===== src/rtl/int4_unit_pkg.sv =====
// Shared types for the INT4 pulse sequencer slice.
// Operand/product widths and sequencer state encoding.
package int4_unit_pkg;

  localparam int INT4_W = 4;
  localparam int PROD_W = 8;

  typedef enum logic [2:0] {
    CLEAR,
    IDLE,
    PULSE_HI,
    PULSE_LO,
    SETTLE,
    READ,
    OUT
  } seq_state_t;

endpackage


===== src/rtl/int4_pulse_seq_if.sv =====
// Operand and result handshake bundle of the INT4 sequencer.
// master drives operands/consumes results; slave is the sequencer.
interface int4_pulse_seq_if #(
  parameter int REG_SIZE = 16
) ();

  logic                in_valid;
  logic                in_ready;
  logic [3:0]          in_a;
  logic [3:0]          in_w;
  logic                in_last;
  logic                out_valid;
  logic                out_ready;
  logic [REG_SIZE-1:0] out_data;
  logic                out_ovf;
  logic                out_mismatch;

  modport master (
    output in_valid, in_a, in_w, in_last,
    output out_ready,
    input  in_ready,
    input  out_valid, out_data,
    input  out_ovf, out_mismatch
  );

  modport slave (
    input  in_valid, in_a, in_w, in_last,
    input  out_ready,
    output in_ready,
    output out_valid, out_data,
    output out_ovf, out_mismatch
  );

endinterface


===== src/rtl/int4_pulse_timer.sv =====
// Loadable down-counter with zero flag.
// Times both the inter-pulse gap and the ripple settle window.
module int4_pulse_timer #(
  parameter int W = 2
) (
  input  logic         clk,
  input  logic         rst_n,
  input  logic         load,
  input  logic [W-1:0] load_val,
  input  logic         dec,
  output logic         zero
);

  logic [W-1:0] cnt_q, cnt_d;

  always_comb begin
    cnt_d = cnt_q;
    if (load)
      cnt_d = load_val;
    else if (dec && cnt_q != '0)
      cnt_d = cnt_q - W'(1);
  end

  always_ff @(posedge clk) begin
    if (!rst_n)
      cnt_q <= '0;
    else
      cnt_q <= cnt_d;
  end

  assign zero = (cnt_q == '0);

endmodule


===== src/rtl/int4_pulse_seq.sv =====
// INT4 pulse sequencer: turns a*w into add_sig pulses for the
// ripple counter, then settles, unmasks and samples the count.
module int4_pulse_seq
  import int4_unit_pkg::*;
#(
  parameter int REG_SIZE   = 16,
  parameter int PULSE_GAP  = 1,
  parameter int SETTLE_CYC = 2
) (
  input  logic                clk,
  input  logic                rst_n,
  int4_pulse_seq_if.slave     io,
  output logic                cnt_rst,
  output logic                add_sig,
  output logic                fsm_out_select,
  input  logic [REG_SIZE-1:0] cnt_value
);

  localparam int SH_W = REG_SIZE + 1;
  localparam int TMAX =
    (PULSE_GAP > SETTLE_CYC) ? PULSE_GAP : SETTLE_CYC;
  localparam int TW = (TMAX < 2) ? 1 : $clog2(TMAX + 1);
  localparam logic [TW-1:0] GAP_LD = TW'(PULSE_GAP - 1);
  localparam logic [TW-1:0] SET_LD = TW'(SETTLE_CYC - 1);
  localparam logic [SH_W-1:0] SH_MAX = '1;

  seq_state_t state_q, state_d;
  logic [PROD_W-1:0]   rem_q, rem_d;
  logic                last_q, last_d;
  logic [SH_W-1:0]     shadow_q, shadow_d;
  logic                cnt_rst_q, cnt_rst_d;
  logic                add_q, add_d;
  logic                sel_q, sel_d;
  logic                rdy_q, rdy_d;
  logic                ov_q, ov_d;
  logic [REG_SIZE-1:0] od_q, od_d;
  logic                ovf_q, ovf_d;
  logic                mm_q, mm_d;

  logic          tmr_load, tmr_dec, tmr_zero;
  logic [TW-1:0] tmr_val;
  logic [PROD_W-1:0] prod;
  logic [SH_W:0]     sum;
  logic              accept;

  int4_pulse_timer #(.W(TW)) u_tmr (
    .clk      (clk),
    .rst_n    (rst_n),
    .load     (tmr_load),
    .load_val (tmr_val),
    .dec      (tmr_dec),
    .zero     (tmr_zero)
  );

  assign prod = PROD_W'(io.in_a) * PROD_W'(io.in_w);
  assign sum = {1'b0, shadow_q} + (SH_W + 1)'(prod);
  assign accept = io.in_valid && rdy_q;

  always_comb begin
    state_d  = state_q;
    rem_d    = rem_q;
    last_d   = last_q;
    shadow_d = shadow_q;
    od_d     = od_q;
    ovf_d    = ovf_q;
    mm_d     = mm_q;
    tmr_load = 1'b0;
    tmr_val  = GAP_LD;
    tmr_dec  = 1'b0;
    unique case (state_q)
      CLEAR: begin
        shadow_d = '0;
        state_d  = IDLE;
      end
      IDLE: begin
        if (accept) begin
          rem_d  = prod;
          last_d = io.in_last;
          // Clamp instead of wrap so ovf can never clear itself
          shadow_d = sum[SH_W] ? SH_MAX : sum[SH_W-1:0];
          if (prod != '0) begin
            state_d = PULSE_HI;
          end else if (io.in_last) begin
            state_d  = SETTLE;
            tmr_load = 1'b1;
            tmr_val  = SET_LD;
          end
        end
      end
      PULSE_HI: begin
        rem_d    = rem_q - PROD_W'(1);
        state_d  = PULSE_LO;
        tmr_load = 1'b1;
        tmr_val  = GAP_LD;
      end
      PULSE_LO: begin
        if (!tmr_zero) begin
          tmr_dec = 1'b1;
        end else if (rem_q != '0) begin
          state_d = PULSE_HI;
        end else if (last_q) begin
          state_d  = SETTLE;
          tmr_load = 1'b1;
          tmr_val  = SET_LD;
        end else begin
          state_d = IDLE;
        end
      end
      SETTLE: begin
        if (tmr_zero)
          state_d = READ;
        else
          tmr_dec = 1'b1;
      end
      READ: begin
        od_d    = cnt_value;
        ovf_d   = shadow_q[REG_SIZE];
        mm_d    = cnt_value != shadow_q[REG_SIZE-1:0];
        state_d = OUT;
      end
      OUT: begin
        if (io.out_ready)
          state_d = CLEAR;
      end
      default: state_d = CLEAR;
    endcase

    cnt_rst_d = (state_d == CLEAR);
    add_d     = (state_d == PULSE_HI);
    rdy_d     = (state_d == IDLE);
    ov_d      = (state_d == OUT);
    sel_d     = !(state_d inside {SETTLE, READ, OUT});
  end

  always_ff @(posedge clk) begin
    if (!rst_n) begin
      state_q   <= CLEAR;
      rem_q     <= '0;
      last_q    <= 1'b0;
      shadow_q  <= '0;
      cnt_rst_q <= 1'b1;
      add_q     <= 1'b0;
      sel_q     <= 1'b1;
      rdy_q     <= 1'b0;
      ov_q      <= 1'b0;
      od_q      <= '0;
      ovf_q     <= 1'b0;
      mm_q      <= 1'b0;
    end else begin
      state_q   <= state_d;
      rem_q     <= rem_d;
      last_q    <= last_d;
      shadow_q  <= shadow_d;
      cnt_rst_q <= cnt_rst_d;
      add_q     <= add_d;
      sel_q     <= sel_d;
      rdy_q     <= rdy_d;
      ov_q      <= ov_d;
      od_q      <= od_d;
      ovf_q     <= ovf_d;
      mm_q      <= mm_d;
    end
  end

  assign cnt_rst         = cnt_rst_q;
  assign add_sig         = add_q;
  assign fsm_out_select  = sel_q;
  assign io.in_ready     = rdy_q;
  assign io.out_valid    = ov_q;
  assign io.out_data     = od_q;
  assign io.out_ovf      = ovf_q;
  assign io.out_mismatch = mm_q;

endmodule


===== src/flat_wrapper.sv =====
// flat-port wrapper written by rule: the top's interface ports become plain ports
module int4_pulse_seq_flat import int4_unit_pkg::*;
#(
  parameter int REG_SIZE   = 16,
  parameter int PULSE_GAP  = 1,
  parameter int SETTLE_CYC = 2
)
  (clk, rst_n, cnt_rst, add_sig, fsm_out_select, cnt_value, io_in_valid, io_in_a, io_in_w, io_in_last, io_out_ready, io_in_ready, io_out_valid, io_out_data, io_out_ovf, io_out_mismatch);
  int4_pulse_seq_if #(.REG_SIZE(REG_SIZE)) io_i ();
  input  logic clk;
  input  logic rst_n;
  output logic cnt_rst;
  output logic add_sig;
  output logic fsm_out_select;
  input  logic [REG_SIZE-1:0] cnt_value;
  input wire logic [$bits(io_i.in_valid)-1:0] io_in_valid;
  input wire logic [$bits(io_i.in_a)-1:0] io_in_a;
  input wire logic [$bits(io_i.in_w)-1:0] io_in_w;
  input wire logic [$bits(io_i.in_last)-1:0] io_in_last;
  input wire logic [$bits(io_i.out_ready)-1:0] io_out_ready;
  output wire logic [$bits(io_i.in_ready)-1:0] io_in_ready;
  output wire logic [$bits(io_i.out_valid)-1:0] io_out_valid;
  output wire logic [$bits(io_i.out_data)-1:0] io_out_data;
  output wire logic [$bits(io_i.out_ovf)-1:0] io_out_ovf;
  output wire logic [$bits(io_i.out_mismatch)-1:0] io_out_mismatch;
  assign io_i.in_valid = io_in_valid;
  assign io_i.in_a = io_in_a;
  assign io_i.in_w = io_in_w;
  assign io_i.in_last = io_in_last;
  assign io_i.out_ready = io_out_ready;
  assign io_in_ready = io_i.in_ready;
  assign io_out_valid = io_i.out_valid;
  assign io_out_data = io_i.out_data;
  assign io_out_ovf = io_i.out_ovf;
  assign io_out_mismatch = io_i.out_mismatch;
  int4_pulse_seq #(.REG_SIZE(REG_SIZE), .PULSE_GAP(PULSE_GAP), .SETTLE_CYC(SETTLE_CYC)) u_core (.clk(clk), .rst_n(rst_n), .io(io_i), .cnt_rst(cnt_rst), .add_sig(add_sig), .fsm_out_select(fsm_out_select), .cnt_value(cnt_value));
endmodule

===== config.mk =====
export PLATFORM = sky130hd
export DESIGN_NAME = int4_pulse_seq_flat
export DESIGN_NICKNAME = d
export VERILOG_FILES = /design/src/rtl/int4_unit_pkg.sv /design/src/rtl/int4_pulse_seq_if.sv /design/src/rtl/int4_pulse_timer.sv /design/src/rtl/int4_pulse_seq.sv /design/src/flat_wrapper.sv
export SDC_FILE = /design/constraint.sdc
export NUM_CORES = 1
export LEC_CHECK = 0
export CORE_AREA = 2 2 102 85
export DETAILED_ROUTE_END_ITERATION = 12
export DIE_AREA = 0 0 104 87
export PLACE_DENSITY = 0.79
export SLEW_MARGIN = 30
export SYNTH_ARGS = -nofsm -noshare
export SYNTH_HDL_FRONTEND = slang
export SYNTH_SLANG_ARGS = --single-unit

===== constraint.sdc =====
create_clock -name clk -period 7.3 [get_ports clk]
set_clock_uncertainty 0.1 [all_clocks]
set_input_delay 1.095 -clock clk [delete_from_list [all_inputs] [get_ports clk]]
set_output_delay 1.095 -clock clk [all_outputs]
set_load 0.05 [all_outputs]

==> results.yml <==
outcome:
  outcome: "complete, no violations"
synth:
  yosysSeqAreaShare: 0.308
  synth_compound_area_frac: 0.240
  synth.distinct_cells: 60
  synth_fp_nets: 495
  synth.avg_cell_area_um2: 8.00
  synth_top_family_by_area: "simple AND/OR/NAND/NOR gates"
  synth_warnings: 0
  synth-xor-area-share: 0.0574
  synth-edff-count: 0
  synth_cells: 439
  ys.flop_type: "dfxtp_1"
  async_flop_share: 0
  synth-simple-area-share: 0.242
  synth_mux_area_frac: 0.00321
  ys_ff_latch: 54
  synthAdderAreaFrac: 0.107
  netlist_area_um2: 3510
cells_and_area:
  nFillCells: 781
  regArea_um2: 1080
  layout_commonest_cell: "nand2_1"
  finalInstanceArea_um2: 4220
  area_delta_synth_final_pct: 20.0
  diodes: 0
  fin_cells: 592
  layout_common_cells: "nand2_1 (78), dfxtp_1 (54), clkdlybuf4s50_1 (51)"
  drive_above_1_share: 0.0521
  multi_input_area_um2: 2280
  final_nets: 535
floorplan:
  rows: 30
  io_pins: 52
  die_x_um: 104
  coreArea_um2: 8110
  initial_core_util: 0.433
  dieArea_um2: 9050
  die_h_um: 87
sta:
  slew_viol_final: 0
  relSlewSlack: 0.518
  period_minus_slack_ns: 5.41
  fmax_mhz: 185
  setup-tns-final_ns: 0
  hold_violations: 0
  finalSetupViolations: 0
  rsz0062_at_grt: "no"
  fin_ws_ns: 1.89
  fin_hold_ws_ns: 0.368
  worstMarginPinSlew_ns: 0.723
  fin_crit_sh: 0.741
setup_path:
  critPathTopFamily: "adder cells"
  cp_cell_sequence: "clkdlybuf4s50_1 > nand2_1 > fa_1 > fa_1 > fa_1 > nand2b_1 > a21oi_1 > xor2_1 > ha_1 > nand2_1 > nand2_1 > a21oi_1 > a211oi_1 > buf_4 > nand4b_1 > a22o_1"
  startpoint_type: "primary input"
  crit_path_end_kind: "register"
  cpPeakStageDelay_ns: 0.54
  path_max_fanout: 13
  crit_path_top_delay_cell: "fa_1"
  worstPathRequired_ns: 7.41
  worstPathArrival_ns: 5.52
  critPathKind: "primary input to register"
  crit_buf_inv: 2
clock_network:
  clk_pin_slew_ns: 0.10
  ctsHoldBuffers: 0
  htree_num_levels: 2
  cts_tree: "yes"
  numCtsBuffers: 5
  cts_resized: 0
  clockRootBuffer: "clkbuf_8"
  clock_sinks: 54
  cts_max_path_buffers: 2
  post_cts_buffers: 0
  clock_latency_ns: 0.32
route:
  vias_per_cell: 5.50
  drcViolationCount: 0
  ant_nets: 0
  firstDrtPassIters: 7
  drtIter0Drc: 135
  wl_um: 8440
  wl_per_cell_um: 14.3
  vias: 3258
worst_hold_path:
  min_path_type: "register to register"
global_route:
  grt_max_degree: 43
  antenna_found_initial: 0
  grtUsageTotal: 0.189
  grt_pass1_vias: 3051
  grt_pass1_wl_um: 14200
  grt-ovfl-total: 0
place:
  gp_congestion: 0.921
  place_area_um2: 4110
  pre_cts_ws_ns: 1.57
  portBuffers: 51
  dpl.cell_count: 584
  hpwl_um: 6520
power_and_ir_drop:
  p_leak_uw: 0.00160
  ir_worst_vdd_mv: 0.0910
  powerDensity_nw_per_um2: 160
flow_run:
  cap_violations: 0
[cell families after synthesis]
group	Yosys count
compound gates	121
mux	1
simple gates	173
buf+inv	40
flops	54
xor+xnor	23
fa+ha+maj	27
[cell type report]
class / instances / share of cell area
flip-flops and latches: 54 / 0.256
clock buffers: 7 / 0.0229
inverters: 19 / 0.0169
repair buffers: 54 / 0.126
well taps: 112 / 0.0332
multi-input cells: 345 / 0.542
clock inverters: 1 / 0.00208
[registers in the layout (all words and copies together) (netlist names)]
signal,cells
u_core.shadow_q,17
u_core.cnt_rst,1
u_core.fsm_out_select,1
u_core.io.in_ready,1
u_core.io.out_valid,1
u_core.last_q,1
u_core.io.out_mismatch,1
u_core.rem_q,8
u_core.io.out_ovf,1
u_core.state_q,3
u_core.u_tmr.cnt_q,2
u_core.add_sig,1
u_core.io.out_data,16
[cell usage after synthesis (all sizes together) (3+ instances only)]
| library cell | count | area, um^2 |
|---|---|---|
| nand2 | 78 | 293 |
| dfxtp | 54 | 1080 |
| nor2 | 28 | 105 |
| a21boi | 25 | 188 |
| o21ai | 23 | 115 |
| a21oi | 22 | 110 |
| ha | 22 | 275 |
| clkbuf | 20 | 76.3 |
| xnor2 | 20 | 175 |
| inv | 19 | 71.3 |
| and2 | 13 | 81.3 |
| a211oi | 11 | 103 |
| nand3 | 9 | 50.1 |
| and3 | 8 | 50.1 |
| nand4 | 7 | 43.8 |
| nor3 | 7 | 35.0 |
| a21o | 6 | 45.0 |
| o211ai | 6 | 45.0 |
| a31oi | 5 | 31.3 |
| fa | 5 | 100 |
| nor4 | 3 | 18.8 |
| o31a | 3 | 26.3 |
| xor2 | 3 | 26.3 |
[worst reg2reg max path, delay by kind of cell (launching register included)]
kind	cells	cell delay, ns
flip-flops	1	0.36
adder cells (fa/ha/maj)	2	0.66
AND/OR/NAND/NOR	2	0.32
AO/OA/AOI/OAI	4	1.09
[worst paths after layout]
path / startpoint / end / slack, ns / depth (start not counted)
worst max register to register: u_core.shadow_q[0] / u_core.shadow_q[14] / 4.67 / 8
worst min-delay path: u_core.io.out_data[0] / u_core.io.out_data[0] / 0.37 / 2
worst max-delay path: io_in_w[3] / u_core.shadow_q[7] / 1.89 / 16
worst min register to register: u_core.io.out_data[0] / u_core.io.out_data[0] / 0.37 / 2
[report_power, final]
| group | switching [uW] | total, uW | internal (uW) |
|---|---|---|---|
| combinational | 99.4 | 175 | 75.3 |
| clock | 101 | 188 | 87.1 |
| sequential | 9.96 | 313 | 303 |
[metal layers]
metal	vias to the layer above	wire length, um	GRT usage	share of wire
li1	1642	-	-	-
met1	1491	3910	0.244	0.46
met2	115	3930	0.334	0.47
met3	10	527	0.0337	0.062
met4	0	77	0.0430	0.0091
met5	-	0	0	0
[through the flow]
stage	power (uW)	util
3_5_place_dp	493	0.507
6_report	676	0.520
5_1_grt	709	0.520
3_3_place_gp	487	0.507
2_1_floorplan	439	-
4_1_cts	679	0.520
(Power assumes the default switching activity.)
